## config.mk

```make
export PLATFORM = sky130hd
export DESIGN_NAME = session_ctrl
export DESIGN_NICKNAME = d
export VERILOG_FILES = /design/src/rtl/session_pkg.sv /design/src/rtl/session_timer.sv /design/src/rtl/session_ctrl.sv
export SDC_FILE = /design/constraint.sdc
export NUM_CORES = 1
export LEC_CHECK = 0
export BUFFER_PORTS_ARGS = -buffer_cell sky130_fd_sc_hd__buf_2
export CAP_MARGIN = 25
export CORE_MARGIN = 2
export CORE_UTILIZATION = 45
export CTS_CLUSTER_DIAMETER = 150
export DETAILED_ROUTE_END_ITERATION = 16
export PLACE_DENSITY = 0.71
export SLEW_MARGIN = 20
export SYNTH_ARGS = -nofsm -noshare
export SYNTH_HDL_FRONTEND = slang
export SYNTH_SLANG_ARGS = --single-unit
```

## constraint.sdc

```tcl
create_clock -name clk -period 2.8 [get_ports clk]
set_input_delay 0 -clock clk [delete_from_list [all_inputs] [get_ports clk]]
set_output_delay 0 -clock clk [all_outputs]
set_load 0.1 [all_outputs]
```

## src/rtl/session_pkg.sv

```systemverilog
`default_nettype none
// ============================================================================
// Module      : session_pkg
// Description : Shared encodings for the single-call session controller:
//               control opcodes, transport cmd codes, user keypad codes and
//               the session state enumeration.
// Revision    : 1.0 - initial release
// ============================================================================
package session_pkg;

  // Control opcodes carried in the low byte of a control packet
  localparam logic [7:0] OP_CALL   = 8'h01;
  localparam logic [7:0] OP_ANSWER = 8'h02;
  localparam logic [7:0] OP_BUSY   = 8'h03;
  localparam logic [7:0] OP_HANGUP = 8'h05;
  localparam logic [7:0] OP_HOLD   = 8'h06;
  localparam logic [7:0] OP_RESUME = 8'h07;

  // Transport cmd encodings (shared by rx and tx)
  localparam logic [1:0] CMD_NONE  = 2'b00;
  localparam logic [1:0] CMD_CTRL  = 2'b01;
  localparam logic [1:0] CMD_AUDIO = 2'b10;

  // User keypad commands
  localparam logic [4:0] UCMD_NONE   = 5'd0;
  localparam logic [4:0] UCMD_DIAL   = 5'd1;
  localparam logic [4:0] UCMD_ANSWER = 5'd2;
  localparam logic [4:0] UCMD_HANGUP = 5'd5;
  localparam logic [4:0] UCMD_HOLD   = 5'd6;
  localparam logic [4:0] UCMD_RESUME = 5'd7;

  typedef enum logic [2:0] {
    ST_IDLE      = 3'd0,
    ST_CALLING   = 3'd1,
    ST_RINGING   = 3'd2,
    ST_CONNECTED = 3'd3,
    ST_HOLD      = 3'd4
  } state_e;

  // Larger of two timeouts, used to size the shared timer
  function automatic int max_int(input int a, input int b);
    return (a > b) ? a : b;
  endfunction

endpackage
`default_nettype wire

```

## src/rtl/session_timer.sv

```systemverilog
`default_nettype none
// ============================================================================
// Module      : session_timer
// Description : Loadable down-counter with saturating decrement and a zero
//               flag. Loading with N-1 on state entry makes zero assert in
//               the N-th cycle spent in that state.
// Revision    : 1.0 - initial release
// ============================================================================
module session_timer #(
  parameter int WIDTH = 10
) (
  input  logic             clk,
  input  logic             reset,
  input  logic             load,
  input  logic [WIDTH-1:0] load_val,
  input  logic             en,
  output logic             zero
);

  logic [WIDTH-1:0] count_q;
  logic [WIDTH-1:0] count_d;

  // Next count: load wins, otherwise count down and stick at zero
  always_comb begin
    count_d = count_q;
    if (load) begin
      count_d = load_val;
    end else if (en && (count_q != '0)) begin
      count_d = count_q - WIDTH'(1);
    end
  end

  // Counter register
  always_ff @(posedge clk) begin
    if (reset) begin
      count_q <= '0;
    end else begin
      count_q <= count_d;
    end
  end

  assign zero = (count_q == '0);

endmodule
`default_nettype wire

```

## src/rtl/session_ctrl.sv

```systemverilog
`default_nettype none
// ============================================================================
// Module      : session_ctrl
// Description : Single-call session controller. Tracks call setup, answer,
//               busy reject, hold/resume and hangup, replies BUSY to third
//               parties, and drives a valid/ready tx register in which a
//               one-entry control buffer has priority over mic audio.
// Revision    : 1.0 - initial release
// ============================================================================
module session_ctrl
  import session_pkg::*;
#(
  parameter  int ADDR_W       = 8,
  parameter  int CALL_TIMEOUT = 1000,
  parameter  int RING_TIMEOUT = 1000,
  localparam int PKT_W        = ADDR_W + 8
) (
  input  logic              clk,
  input  logic              reset,
  input  logic [4:0]        user_cmd,
  input  logic [ADDR_W-1:0] dial_addr,
  input  logic [1:0]        rx_cmd,
  input  logic [PKT_W-1:0]  rx_data,
  output logic [1:0]        tx_cmd,
  output logic [PKT_W-1:0]  tx_data,
  output logic              tx_valid,
  input  logic              tx_ready,
  input  logic [15:0]       audio_in,
  input  logic              audio_in_valid,
  output logic              audio_in_ack,
  output logic [15:0]       audio_out,
  output logic              audio_out_valid,
  output logic [ADDR_W-1:0] peer_addr,
  output logic              session_busy,
  output logic              call_failed,
  output logic              missed_call,
  output logic [2:0]        state_out
);

  localparam int TMR_MAX = max_int(CALL_TIMEOUT, RING_TIMEOUT);
  localparam int TMR_W   = $clog2(TMR_MAX + 1);

  // Session state and registered outputs
  state_e            state_q, state_d;
  logic [ADDR_W-1:0] peer_addr_q, peer_addr_d;
  logic              hold_local_q, hold_local_d;
  logic              call_failed_q, call_failed_d;
  logic              missed_call_q, missed_call_d;
  logic              session_busy_q, session_busy_d;
  logic [15:0]       audio_out_q, audio_out_d;
  logic              audio_out_valid_q, audio_out_valid_d;

  // One-entry control buffer and tx register
  logic              ctrl_valid_q, ctrl_valid_d;
  logic [PKT_W-1:0]  ctrl_pkt_q, ctrl_pkt_d;
  logic              tx_valid_q, tx_valid_d;
  logic [1:0]        tx_cmd_q, tx_cmd_d;
  logic [PKT_W-1:0]  tx_data_q, tx_data_d;

  // Inbound decode
  logic              rx_ctrl;
  logic [ADDR_W-1:0] rx_addr;
  logic [7:0]        rx_op;
  logic              peer_pkt;
  logic              third_call;

  // Control request generated this cycle
  logic              fsm_req;
  logic [7:0]        fsm_op;
  logic              req_valid;
  logic [PKT_W-1:0]  req_pkt;

  // Tx handshake helpers
  logic              tx_load;
  logic              ctrl_pop;
  logic              audio_take;

  // Timer
  logic              tmr_load;
  logic [TMR_W-1:0]  tmr_load_val;
  logic              timeout;

  assign rx_ctrl  = (rx_cmd == CMD_CTRL);
  assign rx_addr  = rx_data[PKT_W-1:8];
  assign rx_op    = rx_data[7:0];
  assign peer_pkt = rx_ctrl && (rx_addr == peer_addr_q);
  // A CALL from anyone but the current peer while a session exists
  assign third_call = rx_ctrl && (rx_op == OP_CALL) &&
                      (rx_addr != peer_addr_q) && (state_q != ST_IDLE);

  // Timer reloads on every state change; only CALLING/RINGING use it
  assign tmr_load     = (state_d != state_q);
  assign tmr_load_val = (state_d == ST_CALLING) ? TMR_W'(CALL_TIMEOUT - 1)
                                                : TMR_W'(RING_TIMEOUT - 1);

  session_timer #(
    .WIDTH (TMR_W)
  ) u_timer (
    .clk      (clk),
    .reset    (reset),
    .load     (tmr_load),
    .load_val (tmr_load_val),
    .en       (1'b1),
    .zero     (timeout)
  );

  // Session state machine: peer events beat timeouts, timeouts beat the user
  always_comb begin
    state_d       = state_q;
    peer_addr_d   = peer_addr_q;
    hold_local_d  = hold_local_q;
    call_failed_d = 1'b0;
    missed_call_d = 1'b0;
    fsm_req       = 1'b0;
    fsm_op        = OP_CALL;
    case (state_q)
      ST_IDLE: begin
        if (rx_ctrl && (rx_op == OP_CALL)) begin
          peer_addr_d = rx_addr;
          state_d     = ST_RINGING;
        end else if (user_cmd == UCMD_DIAL) begin
          peer_addr_d = dial_addr;
          fsm_req     = 1'b1;
          fsm_op      = OP_CALL;
          state_d     = ST_CALLING;
        end
      end
      ST_CALLING: begin
        if (peer_pkt && (rx_op == OP_ANSWER)) begin
          state_d = ST_CONNECTED;
        end else if ((peer_pkt && (rx_op == OP_BUSY)) || timeout) begin
          call_failed_d = 1'b1;
          state_d       = ST_IDLE;
        end else if (user_cmd == UCMD_HANGUP) begin
          fsm_req = 1'b1;
          fsm_op  = OP_HANGUP;
          state_d = ST_IDLE;
        end
      end
      ST_RINGING: begin
        if ((peer_pkt && (rx_op == OP_HANGUP)) || timeout) begin
          missed_call_d = 1'b1;
          state_d       = ST_IDLE;
        end else if (user_cmd == UCMD_ANSWER) begin
          fsm_req = 1'b1;
          fsm_op  = OP_ANSWER;
          state_d = ST_CONNECTED;
        end else if (user_cmd == UCMD_HANGUP) begin
          fsm_req = 1'b1;
          fsm_op  = OP_BUSY;
          state_d = ST_IDLE;
        end
      end
      ST_CONNECTED: begin
        if (peer_pkt && (rx_op == OP_HANGUP)) begin
          state_d = ST_IDLE;
        end else if (peer_pkt && (rx_op == OP_HOLD)) begin
          hold_local_d = 1'b0;
          state_d      = ST_HOLD;
        end else if (user_cmd == UCMD_HOLD) begin
          fsm_req      = 1'b1;
          fsm_op       = OP_HOLD;
          hold_local_d = 1'b1;
          state_d      = ST_HOLD;
        end else if (user_cmd == UCMD_HANGUP) begin
          fsm_req = 1'b1;
          fsm_op  = OP_HANGUP;
          state_d = ST_IDLE;
        end
      end
      ST_HOLD: begin
        if (peer_pkt && (rx_op == OP_HANGUP)) begin
          state_d = ST_IDLE;
        end else if (peer_pkt && (rx_op == OP_RESUME) && !hold_local_q) begin
          state_d = ST_CONNECTED;
        end else if ((user_cmd == UCMD_RESUME) && hold_local_q) begin
          fsm_req = 1'b1;
          fsm_op  = OP_RESUME;
          state_d = ST_CONNECTED;
        end else if (user_cmd == UCMD_HANGUP) begin
          fsm_req = 1'b1;
          fsm_op  = OP_HANGUP;
          state_d = ST_IDLE;
        end
      end
      default: begin
        state_d = ST_IDLE;
      end
    endcase
    session_busy_d = (state_d == ST_RINGING) || (state_d == ST_CONNECTED) ||
                     (state_d == ST_HOLD);
  end

  // Control request mux: a user/FSM packet outranks a third-party BUSY reply
  assign req_valid = fsm_req || third_call;
  assign req_pkt   = fsm_req ? {peer_addr_d, fsm_op} : {rx_addr, OP_BUSY};

  assign tx_load    = !tx_valid_q || tx_ready;
  assign ctrl_pop   = tx_load && ctrl_valid_q;
  assign audio_take = tx_load && !ctrl_valid_q && (state_q == ST_CONNECTED) &&
                      audio_in_valid;

  // Control buffer and tx register: buffer drains first, then mic audio
  always_comb begin
    tx_valid_d = tx_valid_q;
    tx_cmd_d   = tx_cmd_q;
    tx_data_d  = tx_data_q;
    if (tx_load) begin
      if (ctrl_valid_q) begin
        tx_valid_d = 1'b1;
        tx_cmd_d   = CMD_CTRL;
        tx_data_d  = ctrl_pkt_q;
      end else if (audio_take) begin
        tx_valid_d = 1'b1;
        tx_cmd_d   = CMD_AUDIO;
        tx_data_d  = PKT_W'(audio_in);
      end else begin
        tx_valid_d = 1'b0;
      end
    end
    // A slot frees up when the held packet moves to tx this cycle
    ctrl_valid_d = ctrl_valid_q && !ctrl_pop;
    ctrl_pkt_d   = ctrl_pkt_q;
    if (req_valid && (!ctrl_valid_q || ctrl_pop)) begin
      ctrl_valid_d = 1'b1;
      ctrl_pkt_d   = req_pkt;
    end
  end

  // Speaker path: only samples received while CONNECTED reach audio_out
  always_comb begin
    audio_out_valid_d = (rx_cmd == CMD_AUDIO) && (state_q == ST_CONNECTED);
    audio_out_d       = audio_out_valid_d ? rx_data[15:0] : audio_out_q;
  end

  // All session, buffer and tx registers; reset drops any call in progress
  always_ff @(posedge clk) begin
    if (reset) begin
      state_q           <= ST_IDLE;
      peer_addr_q       <= '0;
      hold_local_q      <= 1'b0;
      call_failed_q     <= 1'b0;
      missed_call_q     <= 1'b0;
      session_busy_q    <= 1'b0;
      audio_out_q       <= '0;
      audio_out_valid_q <= 1'b0;
      ctrl_valid_q      <= 1'b0;
      ctrl_pkt_q        <= '0;
      tx_valid_q        <= 1'b0;
      tx_cmd_q          <= CMD_NONE;
      tx_data_q         <= '0;
    end else begin
      state_q           <= state_d;
      peer_addr_q       <= peer_addr_d;
      hold_local_q      <= hold_local_d;
      call_failed_q     <= call_failed_d;
      missed_call_q     <= missed_call_d;
      session_busy_q    <= session_busy_d;
      audio_out_q       <= audio_out_d;
      audio_out_valid_q <= audio_out_valid_d;
      ctrl_valid_q      <= ctrl_valid_d;
      ctrl_pkt_q        <= ctrl_pkt_d;
      tx_valid_q        <= tx_valid_d;
      tx_cmd_q          <= tx_cmd_d;
      tx_data_q         <= tx_data_d;
    end
  end

  // The ack is the load strobe itself; suppressed while reset discards tx
  assign audio_in_ack    = audio_take && !reset;

  assign tx_cmd          = tx_cmd_q;
  assign tx_data         = tx_data_q;
  assign tx_valid        = tx_valid_q;
  assign audio_out       = audio_out_q;
  assign audio_out_valid = audio_out_valid_q;
  assign peer_addr       = peer_addr_q;
  assign session_busy    = session_busy_q;
  assign call_failed     = call_failed_q;
  assign missed_call     = missed_call_q;
  assign state_out       = state_q;

endmodule
`default_nettype wire

```

==> summary.md, run 1 <==
| Metric | Value |
|---|---|
| Overall fraction of global-route tracks in use | 0.2357 |
| Critical path data required time | 3.08 ns |
| Largest cells by area after synthesis | dfxtp_1, mux2i_1, nor2_1, a21oi_1, a211oi_1 |
| # port buffers | 101 |
| Clock H-tree levels | 3 |
| Post-DR wirelength/cell | 15.34 um |
| Clock tree from TritonCTS | yes |
| Syn avg cell area | 8.574 sq um |
| Sequential share of the synthesized area | 0.4058 |
| Max_cap viols | 0 |
| DRT Wirelength | 10170 um |
| Vias/cell | 5.570 |
| Worst-case vdd ir drop | 0.0003256 V |
| Via count of the first global-routing pass | 3527 |
| Data arrival at the endpoint of the critical path | 2.94 ns |
| Insertion delay to the later sink of the worst-skew pair | 0.34 ns |
| Setup repair after global routing missed its margin | false |
| Sinks on the clock net | 73 |
| Category of the worst setup path capture point | register |
| Area of the die | 0.008734 sq mm |
| Power per cell area | 579.3 mW/mm^2 |
| Detailed Routing Iterations Pass 1 | 5 |
| GRT overflow | 0 |
| Filler-free cell count of the finished design | 663 |
| Layout area overhead | 33.91% |
| Max-slew violation count | 0 |
| Synthesized area | 0.003601 sq mm |
| Largest driver fanout on the critical path | 10 |
| Cell row count | 32 |
| Static Leakage | 1.961 nW |
| GP Congestion | 0.9601 |
| Clock input transition at the sequential cells of the worst setup and hold paths | 0.08 ns |
| Wire length of the first global-routing pass | 16590 um |
| Headroom to the max-slew limit | 0.4385 |
| Share of final-layout standard cells stronger than drive strength 1 | 0.2906 |
| Total number of yosys warnings | 0 |
| Antenna-violating nets left | 0 |
| Final-layout fill cell count | 698 |
| Hold Path Class | in2reg |
| Total CTS buffers | 9 |
| Via count | 3693 |
| Count of state elements after synthesis | 73 |
| Post-synth EDFFs | 0 |
| Mapped Nets | 473 |
| Slew at the pin closest to its max-slew limit | 0.8411 ns |
| FMAX | 375.4 MHz |
| Width of the die | 93.46 um |
| Final Hold Fails | 0 |
| Status | complete, no violations |
| Area share of the largest cell type after synthesis | 0.4058 |
| Placed wire-length estimate after detailed placement | 7251 um |
| Diode count | 0 |
| Initial antenna violation count | 0 |
| Post-route fraction of the period consumed by the critical path | 0.9514 |
| Number of unique standard cell types used by synthesis | 56 |
| Critical path start-end classification | reg2reg |
| Initial Utilization | 0.4660 |
| Inst Count DP | 616 |
| Number of setup violations in the final report | 0 |
| Layout Skew | 0.01133 ns |
| Sum Neg Setup Slack | 0 ns |
| Total power draw | 0.002793 W |
| Post-route DRC | 0 |
| Final core utilization | 0.6240 |
| Minimum period implied by the final worst setup slack | 2.664 ns |
| Leading area contributor after synthesis | dfxtp_1 |
| Number of I/O pins | 102 |
| Largest net degree at the start of global routing | 33 |
| Synthesized instance count | 420 |
| Kind of start point of the critical path | register |
| Share of flip-flops with an asynchronous set or reset after synthesis | 0 |
| Max Buffers Root-to-Sink | 2 |
| Placeable core region | 0.007727 sq mm |
| Top flip-flop cell by instance count after synthesis | dfxtp_1 |
| Library cell used as clock root buffer | clkbuf_8 |
| Fin nets | 609 |
| Die Y-Extent | 93.46 um |
| DRT iter0 DRCs | 230 |
==> power by group <==
group	total (W)	switching (W)	internal (W)
Combinational	0.000886	0.000478	0.000408
Sequential	0.00118	0.0000696	0.00111
Clock	0.000725	0.000402	0.000323
==> metal layers <==
layer | vias up | global-route usage | wire (um)
met4 | 0 | 0.05392 | 141
met2 | 129 | 0.3975 | 4966
met5 | - | 0 | 0
met3 | 17 | 0.04271 | 569
li1 | 1822 | - | -
met1 | 1725 | 0.3136 | 4493
==> sequential cells by signal (all words and copies together), names as in the netlist, 2 cells and up <==
register and count:
audio_out 16, tx_data 16, ctrl_pkt_q 11, u_timer.count_q 10
peer_addr 8, state_out 3, tx_cmd 2
==> synthesized netlist by cell type (2+ instances only) <==
library cell,count
nor2b_1,4
a31oi_1,3
mux2i_1,28
or3_1,6
o21a_1,3
a21o_1,2
nor4_2,2
o22a_1,8
or2_2,2
xnor2_1,5
a221oi_1,6
o211ai_1,3
xor2_1,9
o21ai_1,2
a21oi_1,24
nand2_1,27
inv_1,7
a211oi_1,14
buf_2,3
a41oi_1,2
nand3_1,6
dfxtp_1,73
or4_1,5
ha_1,2
clkbuf_1,19
a2111oi_0,2
o21ai_0,21
nor2_1,59
nor3b_1,8
a22o_1,5
and2_1,4
o31ai_1,3
nor4_1,6
o22ai_1,10
nand4_1,4
nor3_1,13
==> area by class of cell <==
cell class	instances	area, sq um	area share
Multi-Input combinational cell	316	2074	0.4302
Sequential cell	73	1483	0.3075
Timing Repair Buffer	149	940.9	0.1951
Clock buffer	10	127.6	0.02647
Tap cell	102	127.6	0.02647
Clock inverter	6	42.54	0.008822
Inverter	7	26.28	0.005449
==> worst paths after layout <==
check / slack, ns / end / from / depth (start not counted)
setup / recovery: 0.14 / u_timer.count_q[4] / u_timer.count_q[1] / 11
hold / removal: 0.01 / tx_data[12] / audio_in[12] / 3
setup reg to reg: 0.14 / u_timer.count_q[4] / u_timer.count_q[1] / 11
hold reg to reg: 0.46 / tx_cmd[1] / tx_cmd[1] / 1
==> kinds of logic after synthesis <==
kind of cell	count (synthesis)	synth area share
XOR/XNOR	14	0.03405
buffers and inverters	31	0.03544
flip-flops	73	0.4058
AO/OA/AOI/OAI	114	0.2109
AND/OR/NAND/NOR	156	0.2217
multiplexers	30	0.08513
adder cells (fa/ha/maj)	2	0.006948
==> what timing repair did <==
action / 4_1_cts / 5_1_grt
hold buffers: 30 / 0
hold endpoints to repair: 30 / 0
setup buffers: 0 / 1
endpoints found under the setup margin: 2 / 20
gates resized for setup: 1 / 7
==> cell usage in the layout, fill, tap and decap left out, types with 6 or more instances in the layout <==
cell type      instances
a211oi_1              14
a21oi_1               23
a221oi_1               6
buf_2                101
buf_4                 18
clkbuf_8               9
dfxtp_1               62
dfxtp_2                8
dlygate4sd3_1         30
inv_1                  7
mux2i_1               28
nand2_1               27
nand3_1                6
nor2_1                59
nor3_1                12
nor3b_1                7
o21ai_0               21
o22a_1                 8
o22ai_1               10
or3_1                  6
xor2_1                 9
==> per-stage QoR <==
step                      hold slack (ns)  setup slack [ns]  instance area (sq um)
after floorplan                    0.1230          0.002445                   3638
after global placement             0.2214           0.07008                   4302
after detailed placement           0.2243          0.008006                   4302
after CTS                      0.00005532           0.01883                   4777
after global routing             0.007091           0.01911                   4822
final                             0.01286            0.1361                   4822
==> critical path, stage by stage, from the launching register on <==
cell and delay, ns:
dfxtp_1 0.35, inv_1 0.08, ha_1 0.18, or4b_4 0.22, nor3_2 0.05, buf_4 0.18, or3_1 0.40, o211ai_1 0.28
nor2b_4 0.12, buf_4 0.15, or4_1 0.46, o21ai_1 0.12
(Power assumes the default switching activity.)
==> inputs of run 2 (changes only) <==
Settings changed: MAX_ROUTING_LAYER from default to met4, SKIP_CTS_REPAIR_TIMING from default to 1.
==> summary.md, run 2 (synthesized netlist as in run 1, its figures left out) <==
| Metric | Value |
|---|---|
| Initial antenna violation count | 0 |
| Placed wire-length estimate after detailed placement | 7305 um |
| Final core utilization | 0.6117 |
| Minimum period implied by the final worst setup slack | 2.691 ns |
| Hold Path Class | in2reg |
| Final hold slack | -0.04250 ns |
| Critical path start-end classification | in2reg |
| DRT iter0 DRCs | 178 |
| Endpoint of the most critical register-to-register path | u_timer.count_q[2] |
| Sum Neg Setup Slack | 0 ns |
| Failing checks | hold timing |
| Final Hold Fails | 11 |
| Clock input transition at the sequential cells of the worst setup and hold paths | 0.08 ns |
| Hold depth | 3 |
| Max-slew violation count | 0 |
| Overall fraction of global-route tracks in use | 0.2312 |
| Via count of the first global-routing pass | 3317 |
| Setup repair after global routing missed its margin | false |
| Post-route fraction of the period consumed by the critical path | 0.9612 |
| Largest driver fanout on the critical path | 8 |
| Diode count | 0 |
| Share of final-layout standard cells stronger than drive strength 1 | 0.2976 |
| Category of the worst setup path capture point | register |
| Headroom to the max-slew limit | 0.4579 |
| Static Leakage | 1.926 nW |
| Max_cap viols | 0 |
| Hold EP | audio_out[13] |
| Final Cell Area | 0.004727 sq mm |
| Data arrival at the endpoint of the critical path | 2.95 ns |
| Most frequent cells in the layout | buf_2, dfxtp_1, nor2_1 |
| GRT overflow | 0 |
| Critical path data required time | 3.06 ns |
| Beginning of the worst register-to-register path | peer_addr[3] |
| Wire length of the first global-routing pass | 15750 um |
| Die Y-Extent | 93.46 um |
| Library cell used as clock root buffer | clkbuf_8 |
| Area of the die | 0.008734 sq mm |
| Power per cell area | 603.7 mW/mm^2 |
| Via count | 3698 |
| Total CTS buffers | 9 |
| Worst-case vdd ir drop | 0.0003487 V |
| Start point of the worst min-delay path | rx_data[13] |
| Clock tree from TritonCTS | yes |
| # port buffers | 101 |
| Cell row count | 32 |
| Sinks on the clock net | 73 |
| Worst path cell trace | dlygate4sd3_1 -> buf_2 -> xor2_1 -> nor4_2 -> and2_1 -> a31oi_1 -> or3_4 -> o2111a_2 -> mux2_4 -> a221oi_1 |
| Insertion delay to the later sink of the worst-skew pair | 0.36 ns |
| Commonest non-fill, non-tap cell in the layout | buf_2 |
| Slew at the pin closest to its max-slew limit | 0.8120 ns |
| Number of I/O pins | 102 |
| Fin nets | 599 |
| Detailed Routing Iterations Pass 1 | 4 |
| Setup slack after placement | -0.007320 ns |
| Final-layout fill cell count | 702 |
| Largest net degree at the start of global routing | 37 |
| DRT Wirelength | 10150 um |
| Antenna-violating nets left | 0 |
| Delay of the slowest cell on the worst path | 0.52 ns |
| Vias/cell | 5.663 |
| Length in cells of the worst reg-to-reg path | 8 |
| Setup WS post-layout | 0.1086 ns |
| Post-route DRC | 0 |
| Status | finished with violations |
| Critical-path top delay cell | dlygate4sd3_1 |
| Placeable core region | 0.007727 sq mm |
| FMAX | 371.6 MHz |
| Clock H-tree levels | 3 |
| Initial Utilization | 0.4660 |
| Layout Skew | 0.01333 ns |
| Flop2flop setup slack | 0.12 ns |
| Number of setup violations in the final report | 0 |
| Max Buffers Root-to-Sink | 2 |
| Width of the die | 93.46 um |
| Layout area overhead | 31.27% |
| Post-DR wirelength/cell | 15.55 um |
| GP Congestion | 0.9752 |
| Kind of start point of the critical path | primary input |
| Placement-stage cell area | 0.004302 sq mm |
==> run 2: changes by cell type in the layout (fill, tap and decap cells not counted), moves of 2 or more <==
| cell | delta |
|---|---|
| clkinv_2 | -2 |
| o21ai_1 | +2 |
| o21ai_0 | -2 |
| dlygate4sd3_1 | -10 |
| inv_6 | +2 |
==> run 2: how the worst max path moves through the flow <==
| stage | depth (start not counted) | slack, ns | startpoint | to |
|---|---|---|---|---|
| floorplan | 9 | 0.002 | peer_addr[3] | u_timer.count_q[4] |
| global placement | 10 | 0.07 | u_timer.count_q[1] | u_timer.count_q[4] |
| detailed placement | 10 | -0.007 | u_timer.count_q[1] | u_timer.count_q[3] |
| CTS | 10 | -0.04 | u_timer.count_q[1] | u_timer.count_q[3] |
| global route | 10 | 0.01 | rx_data[11] | u_timer.count_q[6] |
| finish | 10 | 0.11 | rx_data[11] | u_timer.count_q[2] |
==> run 2: final cells by class <==
type | count | area (sq um) | area share
clock buffers | 9 | 123.9 | 0.02620
clock inverters | 7 | 58.81 | 0.01244
inverters | 7 | 26.28 | 0.005559
multi-input cells | 316 | 2067 | 0.4373
flip-flops and latches | 73 | 1483 | 0.3137
well taps | 102 | 127.6 | 0.02700
repair buffers | 139 | 840.8 | 0.1779
==> run 2: layer usage <==
| layer | vias up | part of all wire | GRT usage |
|---|---|---|---|
| met1 | 1734 | 0.43 | 0.2927 |
| met5 | - | 0 | - |
| li1 | 1796 | - | - |
| met4 | 0 | 0.021 | 0.06740 |
| met3 | 25 | 0.059 | 0.04190 |
| met2 | 143 | 0.49 | 0.3789 |
==> run 2: critical path: cells and delay by family <==
kind / cells / cell delay [ns]
mux: 1 / 0.35
buf+inv: 2 / 0.67
xor+xnor: 1 / 0.18
simple gates: 3 / 1.17
compound gates: 3 / 0.58
==> run 2: where the power goes <==
group          switching (W)  internal [W]  total (W)
logic               0.000487      0.000401   0.000888
registers          0.0000713       0.00111    0.00118
clock network       0.000445      0.000337   0.000782
==> run 2: stage by stage <==
stage | instances | power, W
3_5_place_dp | 616 | 0.002025
4_1_cts | 632 | 0.002801
5_1_grt | 653 | 0.002998
6_report | 653 | 0.002854
3_3_place_gp | 616 | 0.001990
2_1_floorplan | 420 | 0.001776
==> inputs of run 3 (changes only) <==
Settings changed: CELL_PAD_IN_SITES_DETAIL_PLACEMENT from default to 0, CELL_PAD_IN_SITES_GLOBAL_PLACEMENT from default to 2, CORE_UTILIZATION 45 to 30, PLACE_DENSITY 0.71 to default, PLACE_DENSITY_LB_ADDON from default to 0.1.
==> summary.md, run 3 (synthesized netlist as in run 1, its figures left out) <==
| Metric | Value |
|---|---|
| Inst Count DP | 667 |
| Area of the die | 0.01290 sq mm |
| Placeable core region | 0.01186 sq mm |
| Post-DR wirelength/cell | 16.13 um |
| Hold depth | 3 |
| Commonest non-fill, non-tap cell in the layout | buf_2 |
| Most frequent cells in the layout | buf_2, dfxtp_1, nor2_1 |
| Length in cells of the worst reg-to-reg path | 10 |
| Data arrival at the endpoint of the critical path | 2.92 ns |
| Setup repair after global routing missed its margin | false |
| Library cell used as clock root buffer | clkbuf_16 |
| CP Buf/Inv Count | 2 |
| Initial Utilization | 0.3036 |
| Via count | 3594 |
| Critical path data required time | 3.08 ns |
| Layout area overhead | 34.95% |
| Layout Skew | 0.008162 ns |
| Power per cell area | 650.6 mW/mm^2 |
| Endpoint of the most critical register-to-register path | u_timer.count_q[4] |
| Beginning of the worst register-to-register path | u_timer.count_q[1] |
| Total CTS buffers | 9 |
| GP Congestion | 0.8516 |
| Worst path cell trace | inv_1 -> ha_1 -> or4b_4 -> nor3_2 -> buf_4 -> or3_1 -> o211ai_1 -> nor2b_2 -> or4_1 -> o21ai_1 |
| Cell row count | 40 |
| Total power draw | 0.003162 W |
| DRT iter0 DRCs | 106 |
| Max Buffers Root-to-Sink | 2 |
| Filler-free cell count of the finished design | 698 |
| Critical-path top delay cell | or4_1 |
| Final Hold Fails | 6 |
| Headroom to the max-slew limit | 0.4279 |
| Max_cap viols | 0 |
| Status | finished with violations |
| Placed wire-length estimate after detailed placement | 8304 um |
| DRT Wirelength | 11260 um |
| Start point of the worst min-delay path | rx_data[13] |
| Number of setup violations in the final report | 0 |
| Sinks on the clock net | 73 |
| Delay of the slowest cell on the worst path | 0.48 ns |
| FMAX | 378.1 MHz |
| Minimum period implied by the final worst setup slack | 2.645 ns |
| # port buffers | 101 |
| Hold Path Class | in2reg |
| Max-slew violation count | 0 |
| Vias/cell | 5.149 |
| Post-route fraction of the period consumed by the critical path | 0.9447 |
| Largest driver fanout on the critical path | 10 |
| Die Y-Extent | 113.6 um |
| Antenna-violating nets left | 0 |
| Wire length of the first global-routing pass | 17660 um |
| Overall fraction of global-route tracks in use | 0.1819 |
| Clock input transition at the sequential cells of the worst setup and hold paths | 0.06 ns |
| Insertion delay to the later sink of the worst-skew pair | 0.34 ns |
| Flop2flop setup slack | 0.15 ns |
| Clock tree from TritonCTS | yes |
| Largest net degree at the start of global routing | 36 |
| Fin nets | 600 |
| Kind of start point of the critical path | register |
| Worst-case vdd ir drop | 0.0002584 V |
| Initial antenna violation count | 0 |
| Final-layout fill cell count | 1230 |
| Width of the die | 113.6 um |
| Category of the worst setup path capture point | register |
| Final hold slack | -0.04486 ns |
| Critical path start-end classification | reg2reg |
| Static Leakage | 1.981 nW |
| Post-route DRC | 0 |
| Failing checks | hold timing |
| GRT overflow | 0 |
| Slew at the pin closest to its max-slew limit | 0.8570 ns |
| Number of I/O pins | 102 |
| Diode count | 0 |
| Via count of the first global-routing pass | 3506 |
| Hold EP | audio_out[13] |
| Clock H-tree levels | 3 |
| Share of final-layout standard cells stronger than drive strength 1 | 0.3013 |
| Detailed Routing Iterations Pass 1 | 4 |
| Family of cells with the greatest summed delay on the critical path | simple AND/OR/NAND/NOR gates |
[run 3: changes by cell type in the layout (fill, tap and decap cells not counted), sizes merged]
| cell | previous run | this run |
|---|---|---|
| clkinv | 0 | 2 |
| inv | 12 | 7 |
| dlygate4sd3 | 20 | 14 |
| buf | 119 | 125 |
| nor2b | 5 | 6 |
| clkinvlp | 2 | 0 |
| clkbuf | 9 | 13 |
[run 3: cell type report]
cell class              instances  area (sq um)  area share
multi-input cells             317          2066      0.4251
flip-flops and latches         73          1483      0.3051
repair buffers                139         825.8      0.1699
clock buffers                  13         261.5     0.05381
well taps                     147         183.9     0.03785
inverters                       7         26.28    0.005407
clock inverters                 2         13.76    0.002832
[run 3: report_power, final]
part	internal, W	total (W)	switching, W
Combinational	0.000396	0.000884	0.000488
Clock	0.000650	0.00110	0.000446
Sequential	0.00111	0.00118	0.0000668
[run 3: per-layer routing]
metal / track usage / wire, um / up-vias
met2: 0.2954 / 5461 / 96
met1: 0.2208 / 5126 / 1672
met4: 0.08699 / 242 / 0
met5: - / 0 / -
met3: 0.02976 / 426 / 16
li1: - / - / 1810
[run 3: per-stage QoR]
step | worst slack, ns | instance area [sq um] | setup TNS [ns] | utilization
after floorplan | 0.002445 | 3638 | 0 | -
after detailed placement | 0.01348 | 4403 | 0 | 0.3712
after CTS | -0.009970 | 4678 | -0.01624 | 0.3944
final | 0.1549 | 4860 | 0 | 0.4097
after global placement | 0.07761 | 4403 | 0 | 0.3712
after global routing | 0.001370 | 4860 | 0 | 0.4097
[run 3: worst max path at each step]
stage | depth (start not counted) | slack, ns | to | start
floorplan | 9 | 0.002 | u_timer.count_q[4] | peer_addr[3]
global placement | 10 | 0.08 | ctrl_pkt_q[12] | u_timer.count_q[1]
detailed placement | 10 | 0.01 | ctrl_pkt_q[11] | u_timer.count_q[1]
CTS | 10 | -0.01 | ctrl_pkt_q[15] | u_timer.count_q[1]
global route | 10 | 0.001 | u_timer.count_q[3] | u_timer.count_q[1]
finish | 10 | 0.15 | u_timer.count_q[4] | u_timer.count_q[1]
[run 3: worst reg2reg max path, delay by kind of cell (launching register included)]
kind	cells	cell delay, ns
simple gates	5	1.27
flops	1	0.34
fa+ha+maj	1	0.18
compound gates	2	0.54
buf+inv	2	0.26
